$ cat config.mk
export PLATFORM = sky130hd
export DESIGN_NAME = ttl_rr_arbiter
export DESIGN_NICKNAME = d
export VERILOG_FILES = /design/src/rtl/ttl_arb_pkg.sv /design/src/rtl/ttl_arb_pick.sv /design/src/rtl/ttl_rr_arbiter.sv
export SDC_FILE = /design/constraint.sdc
export NUM_CORES = 1
export LEC_CHECK = 0
export BUFFER_PORTS_ARGS = -buffer_cell sky130_fd_sc_hd__buf_4
export CAP_MARGIN = 30
export CELL_PAD_IN_SITES_DETAIL_PLACEMENT = 0
export CELL_PAD_IN_SITES_GLOBAL_PLACEMENT = 1
export CORE_ASPECT_RATIO = 1.4
export CORE_MARGIN = 8
export CORE_UTILIZATION = 31
export CTS_BUF_LIST = sky130_fd_sc_hd__clkbuf_8
export DETAILED_ROUTE_END_ITERATION = 6
export PLACE_DENSITY_LB_ADDON = 0.1
export SETUP_SLACK_MARGIN = 0.5
export SLEW_MARGIN = 20
export SYNTH_ARGS = -nofsm -noshare
export SYNTH_HDL_FRONTEND = slang
export SYNTH_HIERARCHICAL = 1
export SYNTH_SLANG_ARGS = --single-unit
$ cat constraint.sdc
create_clock -name Clk -period 4.4 [get_ports Clk]
set_clock_uncertainty 0.15 [all_clocks]
set_input_delay 0.88 -clock Clk [delete_from_list [all_inputs] [get_ports Clk]]
set_output_delay 0.88 -clock Clk [all_outputs]
set_load 0.05 [all_outputs]
$ cat src/rtl/ttl_arb_pkg.sv
// Shared definitions for the TTL-style round-robin arbiter.
// Contents: arbiter state encoding and the wrap-around increment used to
// advance the priority pointer.
package ttl_arb_pkg;

  typedef enum logic {
    ARB_IDLE  = 1'b0,
    ARB_GRANT = 1'b1
  } arb_state_e;

  // Next index modulo 'modulus' (0 follows modulus-1).
  function automatic int unsigned wrap_inc(input int unsigned idx, input int unsigned modulus);
    return (idx + 32'd1 >= modulus) ? 32'd0 : idx + 32'd1;
  endfunction

endpackage

$ cat src/rtl/ttl_arb_pick.sv
// Rotating priority encoder: returns the first active-low request found
// searching upward from 'pointer', wrapping modulo WIDTH_OUT.
// Ports:
//   request_bar  in   active-low request vector
//   pointer      in   search start index
//   exclude      in   skip the last slot of the search (index pointer-1,
//                     i.e. the current grantee when pointer = grantee+1)
//   valid        out  a request was found
//   index        out  index of the winning request (0 when !valid)
module ttl_arb_pick
  import ttl_arb_pkg::*;
#(
  parameter int unsigned WIDTH_OUT = 4,
  parameter int unsigned WIDTH_IN  = $clog2(WIDTH_OUT)
) (
  input  logic [WIDTH_OUT-1:0] request_bar,
  input  logic [WIDTH_IN-1:0]  pointer,
  input  logic                 exclude,
  output logic                 valid,
  output logic [WIDTH_IN-1:0]  index
);

  int unsigned cand;

  // Walk offsets 0..WIDTH_OUT-1 from the pointer; first hit wins.
  always_comb begin
    valid = 1'b0;
    index = '0;
    cand  = 32'(pointer);
    for (int unsigned off = 0; off < WIDTH_OUT; off++) begin
      if (!valid && !(exclude && off == WIDTH_OUT - 1) && !request_bar[WIDTH_IN'(cand)]) begin
        valid = 1'b1;
        index = WIDTH_IN'(cand);
      end
      cand = wrap_inc(cand, WIDTH_OUT);
    end
  end

endmodule

$ cat src/rtl/ttl_rr_arbiter.sv
// Round-robin arbiter with active-low (TTL style) requests and grants.
// The grant is presented both encoded (Grant_index, suitable as demux
// select lines) and decoded (Grant_bar, one-of-N active-low).
// Optional build macro: TTL_ARB_TIMEOUT_EN adds a tenure counter that forces
// rotation after HOLD_MAX grant cycles when another requester is waiting.
// DELAY_RISE/DELAY_FALL are board-level timing annotations; outputs here are
// ideal registers.
// Ports:
//   Clk          in   rising-edge clock
//   Clear        in   synchronous active-high reset
//   Enable_bar   in   active-low arbiter enable
//   Request_bar  in   active-low request per requester
//   Grant_bar    out  active-low one-hot grant, all ones = no grant
//   Grant_index  out  encoded index of current/last grantee
//   Busy         out  high while a grant is held
module ttl_rr_arbiter
  import ttl_arb_pkg::*;
#(
  parameter int unsigned WIDTH_OUT  = 4,
  parameter int unsigned WIDTH_IN   = $clog2(WIDTH_OUT),
  parameter int unsigned HOLD_MAX   = 8,
  parameter int          DELAY_RISE = 0,
  parameter int          DELAY_FALL = 0
) (
  input  logic                 Clk,
  input  logic                 Clear,
  input  logic                 Enable_bar,
  input  logic [WIDTH_OUT-1:0] Request_bar,
  output logic [WIDTH_OUT-1:0] Grant_bar,
  output logic [WIDTH_IN-1:0]  Grant_index,
  output logic                 Busy
);

  // Parameter sanity hook; intentionally empty when parameters are legal.
  if (HOLD_MAX == 0 || DELAY_RISE < 0 || DELAY_FALL < 0) begin : g_bad_params
  end

  arb_state_e           state_q, state_d;
  logic [WIDTH_IN-1:0]  ptr_q, ptr_d;
  logic [WIDTH_IN-1:0]  idx_q, idx_d;
  logic [WIDTH_OUT-1:0] grant_bar_q, grant_bar_d;
  logic                 busy_q, busy_d;

  logic [WIDTH_IN-1:0]  next_ptr;
  logic [WIDTH_IN-1:0]  pick_ptr;
  logic                 pick_excl;
  logic                 pick_valid;
  logic [WIDTH_IN-1:0]  pick_index;
  logic                 timeout;

  // Pointer value that follows the current grantee.
  assign next_ptr = WIDTH_IN'(wrap_inc(32'(idx_q), WIDTH_OUT));

  // While granting, search starts past the grantee and never returns it.
  assign pick_ptr  = (state_q == ARB_GRANT) ? next_ptr : ptr_q;
  assign pick_excl = (state_q == ARB_GRANT);

  ttl_arb_pick #(
    .WIDTH_OUT (WIDTH_OUT),
    .WIDTH_IN  (WIDTH_IN)
  ) u_pick (
    .request_bar (Request_bar),
    .pointer     (pick_ptr),
    .exclude     (pick_excl),
    .valid       (pick_valid),
    .index       (pick_index)
  );

`ifdef TTL_ARB_TIMEOUT_EN
  localparam int unsigned CNT_W = $clog2(HOLD_MAX + 1);

  logic [CNT_W-1:0] cnt_q, cnt_d;

  // Tenure expires on the edge that completes HOLD_MAX grant cycles.
  assign timeout = (32'(cnt_q) + 32'd1 >= HOLD_MAX);

  // Restart on any new grant, otherwise count up and saturate.
  always_comb begin
    cnt_d = '0;
    if (state_d == ARB_GRANT && state_q == ARB_GRANT && idx_d == idx_q) begin
      cnt_d = (32'(cnt_q) >= HOLD_MAX) ? cnt_q : cnt_q + CNT_W'(1);
    end
  end

  always_ff @(posedge Clk) begin
    if (Clear) begin
      cnt_q <= '0;
    end else begin
      cnt_q <= cnt_d;
    end
  end
`else
  assign timeout = 1'b0;
`endif

  // Next-state, pointer and registered-output values.
  always_comb begin
    state_d = state_q;
    ptr_d   = ptr_q;
    idx_d   = idx_q;
    unique case (state_q)
      ARB_IDLE: begin
        if (!Enable_bar && pick_valid) begin
          state_d = ARB_GRANT;
          idx_d   = pick_index;
        end
      end
      ARB_GRANT: begin
        if (Enable_bar) begin
          state_d = ARB_IDLE;
        end else if (Request_bar[idx_q]) begin
          // Release: advance pointer and hand off without a bubble cycle.
          ptr_d = next_ptr;
          if (pick_valid) begin
            idx_d = pick_index;
          end else begin
            state_d = ARB_IDLE;
          end
        end else if (timeout && pick_valid) begin
          ptr_d = next_ptr;
          idx_d = pick_index;
        end
      end
      default: state_d = ARB_IDLE;
    endcase
    busy_d = (state_d == ARB_GRANT);
    for (int unsigned i = 0; i < WIDTH_OUT; i++) begin
      grant_bar_d[i] = !(busy_d && idx_d == WIDTH_IN'(i));
    end
  end

  always_ff @(posedge Clk) begin
    if (Clear) begin
      state_q     <= ARB_IDLE;
      ptr_q       <= '0;
      idx_q       <= '0;
      grant_bar_q <= '1;
      busy_q      <= 1'b0;
    end else begin
      state_q     <= state_d;
      ptr_q       <= ptr_d;
      idx_q       <= idx_d;
      grant_bar_q <= grant_bar_d;
      busy_q      <= busy_d;
    end
  end

  assign Grant_bar   = grant_bar_q;
  assign Grant_index = idx_q;
  assign Busy        = busy_q;

endmodule
**After elaboration in Yosys (flattened, before gate mapping)**

Cells that the tools add are included.

- Flip-flop bits (word level): 9
- Bits of input ports: 7
- Output and inout port bits: 7
- Word-level logic and storage cells: 77

- Add/sub/neg operators: 4
- Magnitude comparators: 9
- Equality and inequality tests: 3
- Muxes and demuxes: 33
- Bitwise gates (word level): 2
- Reductions and logical operators: 22

Operators with widths:

| cell | count |
|---|---|
| $ge A32 B3 Y1 const B | 3 |
| $add A32 B1 Y32 const B | 2 |
| $mux W32 | 2 |
| $mux W2 | 11 |
| $lt A2 B3 Y1 const B | 5 |
| $mux W1 | 13 |
| $logic_not A1 Y1 | 11 |
| $bmux W1 S2 | 5 |
| $logic_and A1 B1 Y1 | 9 |
| $add A2 B1 Y3 const B | 2 |
| $eq A2 B2 Y1 const B | 2 |
| $pmux W2 S2 | 1 |
| $ge A3 B3 Y1 const B | 1 |
| $reduce_and A3 Y1 | 1 |
| $eq A2 B1 Y1 const B | 1 |
| $logic_not A2 Y1 | 1 |
| $not A1 Y1 | 2 |
| $pmux W1 S2 | 1 |

**Longest topological paths before layout**

- Depth in word-level cells: 26
- Gate-level depth with buffers: 13
- Depth with buffers taken out: 12

**Hierarchy**

Netlist, hierarchy kept.

By module, submodules not included:

| module | times used | cells each | area each (um^2) | seq. area each (um^2) |
|---|---|---|---|---|
| ttl_rr_arbiter | 1 | 59 | 544.3 | 180.2 |
| ttl_arb_pick | 1 | 51 | 361.6 | 0.0 |

**Worst setup path after synthesis**

OpenSTA, ideal clock, no wires.

- Path kind: reg2reg
- Start point: reg Busy (netlist name)
- End point: reg grant_bar_q[1], in the netlist Grant_bar[1]
- Library setup time: 0.114 ns
- Arrival: 3.354 ns
- Required time: 4.136 ns
- Setup slack: 0.782 ns
- Cell stages (with the launch flop): 14
- Path buffers: 2
- Period minus slack after synthesis: 3.618 ns
- Cell sequence: dfxtp_1 nor2_1 a21oi_1 buf_6 inv_1 ha_1 buf_1 o21bai_1 a21oi_2 a221o_1 a21oi_1 nor4bb_1 o221ai_1 a21o_1

RTL lines:

| item | RTL line | RTL |
|---|---|---|
| to (signal assigned) | ttl_rr_arbiter.sv:143 | `grant_bar_q <= grant_bar_d;` |
| to (decl) | ttl_rr_arbiter.sv:41 | `logic [WIDTH_OUT-1:0] grant_bar_q, grant_bar_d;` |

**Worst setup path in the final report**

- Start point: reg idx_q[1], in the netlist Grant_index[1]
- End point: reg grant_bar_q[0], in the netlist Grant_bar[0]

- Cells in the longest elaborated chain, start to end: 26
- Elaborated cells on any way between the ends: 54
- Classes of those cells: add/sub: 4; order compare: 4; mux: 33; reduce/logical: 13

RTL lines:

| item | RTL line | RTL |
|---|---|---|
| from (decl) | ttl_rr_arbiter.sv:40 | `logic [WIDTH_IN-1:0] idx_q, idx_d;` |
| from (signal assigned) | ttl_rr_arbiter.sv:142 | `idx_q <= idx_d;` |
| $add A2 B1 Y3 (*) | ttl_arb_pkg.sv:13 | `return (idx + 32'd1 >= modulus) ? 32'd0 : idx + 32'd1;` |
| $ge A3 B3 Y1 | ttl_arb_pkg.sv:13 |  |
| $mux W2 (*) | ttl_arb_pkg.sv:13 |  |
| via next_ptr[1] | ttl_rr_arbiter.sv:44 | `logic [WIDTH_IN-1:0] next_ptr;` |
| $mux W2 (*) | ttl_rr_arbiter.sv:55 | `assign pick_ptr = (state_q == ARB_GRANT) ? next_ptr : ptr_q;` |
| via pick_ptr[1] | ttl_rr_arbiter.sv:45 | `logic [WIDTH_IN-1:0] pick_ptr;` |
| parallel branches: the longest is 14 deep, another holds $ge A32 B3 Y1 | - |  |
| $mux W2 (*) | ttl_arb_pick.sv:31 | `if (!valid && !(exclude && off == WIDTH_OUT - 1) && !request_bar[WIDTH_IN'(cand)]) begin` |
| via pick_index[0] | ttl_rr_arbiter.sv:48 | `logic [WIDTH_IN-1:0] pick_index;` |
| $mux W2 | ttl_rr_arbiter.sv:114 | `if (pick_valid) begin` |
| $mux W2 | ttl_rr_arbiter.sv:111 | `end else if (Request_bar[idx_q]) begin` |
| $mux W2 | ttl_rr_arbiter.sv:109 | `if (Enable_bar) begin` |
| $pmux W2 S2 (*) | ttl_rr_arbiter.sv:101 | `unique case (state_q)` |
| $logic_not A2 Y1 (*) | ttl_rr_arbiter.sv:128 | `grant_bar_d[i] = !(busy_d && idx_d == WIDTH_IN'(i));` |
| $logic_and A1 B1 Y1 (*) | ttl_rr_arbiter.sv:128 |  |
| $logic_not A1 Y1 (*) | ttl_rr_arbiter.sv:128 |  |

Mark *: on every way through the listed nets, which the timed path passes. The select of a mux whose other input is x is not followed.
A chain may end at the register's enable or synchronous reset.

==> Implementation_results.wiki <==
{| class="wikitable"
! Metric !! Value
|-
| Slowest-stage cell, CP || dfxtp_1
|-
| Area share of the largest cell type after synthesis || 19.9%
|-
| Placer's final routability congestion estimate || 0.860
|-
| Layout-stage area growth over the synthesis result || 20.3%
|-
| Clock tree buffer depth || 2
|-
| Leakage component of the power || 0.421 nW
|-
| Count of max-cap constraint violations || 0
|-
| Library cell appearing most often on the critical path || ha_1
|-
| WP data required || 4.38 ns
|-
| Critical path data arrival time || 3.61 ns
|-
| Synth warnings || 6
|-
| Total length of routed wires || 2640 um
|-
| Distinct cell type count after synthesis || 49
|-
| Count of final hold-check violations || 0
|-
| Share of total power consumed by net switching || 42.0%
|-
| Count of mapped cells out of synthesis || 110
|-
| Setup_tns || 0 ns
|-
| Ordered cell list for the critical path || ha_1 > mux2_2 > ha_1 > nor3b_1 > nor2_1 > a211oi_1 > a221o_1 > a21oi_1 > nor4b_1 > o221ai_1 > a21o_1
|-
| Fraction of final layout cells with drive strength greater than 1 || 24.8%
|-
| Synthesis-stage register bit count || 9
|-
| Post-layout util || 38.6%
|-
| Remaining Overflow, GRT || 0
|-
| Shortest clock period the worst path allows after layout || 3.63 ns
|-
| Peak VDD IR || 138 uV
|-
| DRC violation total after the first TritonRoute iteration || 21
|-
| Overall power consumption || 0.399 mW
|-
| Sinks on Clock Net || 9
|-
| Library cell with the largest summed area after synthesis || dfxtp_1
|-
| Sequential Power Share || 25.6%
|-
| Number of remaining DRC errors || 0
|-
| # fillers || 314
|-
| Transition time of the tightest slew-check pin || 0.466 ns
|-
| Antenna viol nets, final || 0
|-
| Vias || 942
|-
| Io pins || 14
|-
| Clock latency at the later pin of the worst-skew pair || 0.23 ns
|-
| CTS Hold Bufs || 0
|-
| Post-CTS setup-driven buffer insertion count || 0
|-
| Setup slack after placement || 0.745 ns
|-
| Main flop type after synthesis || dfxtp_1
|-
| Most common library cell in the layout ignoring fill and taps || buf_4
|-
| Inserted Diodes || 0
|-
| Number of standard cells in the layout, taps in and fillers out || 162
|-
| Placeable core region || 2820 um2
|-
| Power per cell area || 367 nW/um2
|-
| Startpoint type of the worst setup path || register
|-
| Netlist Area Pre-Place || 906 um2
|-
| Die outline area || 4930 um2
|-
| Leading cell types in the layout, fill and taps excluded || buf_4 (15), dfxtp_1 (8), nor2_1 (8)
|-
| Psw || 0.168 mW
|-
| Setup-violating endpoint count in the final report || 0
|-
| Post-Syn Area per Cell || 8.24 um2
|-
| Number of rows created at floorplan || 23
|-
| Worst Setup Path Type || register to register
|-
| Average wire length per cell after detail routing || 16.3 um
|-
| Status || finished clean
|-
| RSZ-0062 raised after global routing || no
|-
| Net count of the mapped netlist || 120
|-
| Share of synthesized flip-flops with an asynchronous set or reset || 0%
|-
| Clock Pin Slew Worst Setup and Hold Paths || 0.05 ns
|-
| Number of cells in the design after placement || 158
|-
| Setup crit end kind || register
|-
| Total half-perimeter wirelength after legalization and detailed placement || 2040 um
|-
| Global router's overall resource usage || 11.5%
|-
| Final Max Tran Viols || 0
|-
| Number of I/O port buffers || 13
|-
| Worst hold-check path type || register to register
|-
| Clock Root Buffer || clkbuf_8
|-
| Vias per Instance || 5.81
|-
| Internal power consumption || 0.232 mW
|-
| Clock tree from TritonCTS || done
|-
| Maximum number of pins on one net before global-route repair || 14
|-
| Via count of the first global-routing pass || 944
|-
| Main area contributors after synthesis || dfxtp_1 (20%), mux2_2 (6.2%), mux2i_1 (4.4%)
|-
| Proportion of power drawn by the clock network || 23.9%
|-
| Starting density of the core || 32.1%
|-
| Crit Path Max Fanout || 8
|-
| Initial DRT Pass Iterations || 4
|-
| Worst slew margin || 68.9%
|-
| Die Y || 80.0 um
|-
| Global-route wire length before repair || 4310 um
|-
| Count of flip-flops with a built-in enable after synthesis || 0
|-
| Number of H-tree branching levels || 1
|-
| Total clock buffers created by CTS || 3
|-
| Overall die width || 61.7 um
|-
| Fin nets || 136
|-
| Share of the yosys chip area belonging to registers || 19.9%
|-
| Maximum cell stage delay along the critical path || 0.49 ns
|-
| Final critical-path setup slack || 0.773 ns
|-
| FMAX || 276 MHz
|-
| Combinational share of power || 50.5%
|-
| Initial antenna violation count || 0
|-
| Ratio of final minimum period to clock period || 82.4%
|}
[sequential cells by signal, indices dropped and copies added (netlist names)]
register,count
ptr_q,2
Grant_bar,4
Grant_index,2
Busy,1
[kinds of logic after synthesis]
| logic type | share of synthesized area [%] |
|---|---|
| simple gates | 23.2 |
| mux | 13.1 |
| xor+xnor | 0.967 |
| buf+inv | 3.59 |
| flops | 19.9 |
| compound gates | 35.1 |
| fa+ha+maj | 4.14 |
[worst max-delay path, delay by kind of cell (launching register included)]
kind / cells / cell delay, ns
compound gates: 5 / 1.03
fa+ha+maj: 2 / 0.56
flops: 1 / 0.49
mux: 1 / 0.34
simple gates: 3 / 0.94
[path summary, 6_finish.rpt]
check / start / endpoint / cells past startpoint / slack [ns]
max: Grant_index[1] / Grant_bar[0] / 11 / 0.77
min: ptr_q[1] / ptr_q[1] / 2 / 0.42
max reg2reg: Grant_index[1] / Grant_bar[0] / 11 / 0.77
min reg2reg: ptr_q[1] / ptr_q[1] / 2 / 0.42
[power by group through the flow]
stage / Clock (mW) / Combinational (mW) / Sequential [mW]
floorplan: 0 / 0.130 / 0.123
global placement: 0 / 0.200 / 0.103
detailed placement: 0 / 0.199 / 0.103
CTS: 0.0956 / 0.201 / 0.102
global route: 0.100 / 0.221 / 0.104
finish: 0.0954 / 0.202 / 0.102
[cells in the mapped netlist, types with 2 or more instances]
cell type  instances
dfxtp_1            9
inv_1              2
a21oi_1            6
a211oi_1           3
ha_1               3
nand2b_1           4
mux2i_1            4
a21bo_2            2
a21boi_0           2
o22ai_1            2
buf_2              2
nor3_1             3
nand2_1            7
a21o_1             2
nand3_1            4
o221ai_1           3
nor2b_1            4
mux2_2             5
o21ai_0            4
nor2_1             8
o21a_1             2
or3_1              2
[per-stage QoR]
| stage | instance area, um2 | hold slack, ns |
|---|---|---|
| 4_1_cts | 1080 | 0.424 |
| 6_report | 1090 | 0.422 |
| 2_1_floorplan | 906 | 0.395 |
| 3_3_place_gp | 1040 | 0.415 |
| 3_5_place_dp | 1040 | 0.419 |
| 5_1_grt | 1090 | 0.446 |
[metal layers]
metal | vias to the layer above | routed length, um | global-route usage, %
li1 | 460 | - | -
met4 | 0 | 112 | 8.47
met2 | 25 | 1360 | 20.0
met3 | 9 | 99 | 0.806
met1 | 448 | 1070 | 12.4
met5 | - | 0 | 0
[area by class of cell]
class	instances	area [um2]	share of cell area (%)
Inverter	2	7.51	0.689
Multi-Input combinational cell	95	697	63.9
Timing Repair Buffer	15	113	10.3
Clock inverter	1	3.75	0.344
Tap cell	37	46.3	4.25
Sequential cell	9	181	16.6
Clock buffer	3	41.3	3.79
[timing repair]
action                                 4_1_cts  5_1_grt
setup endpoints to repair                    0        2
resized for setup                            0        2
endpoints found under the hold margin        0        0
(Power assumes the default switching activity.)
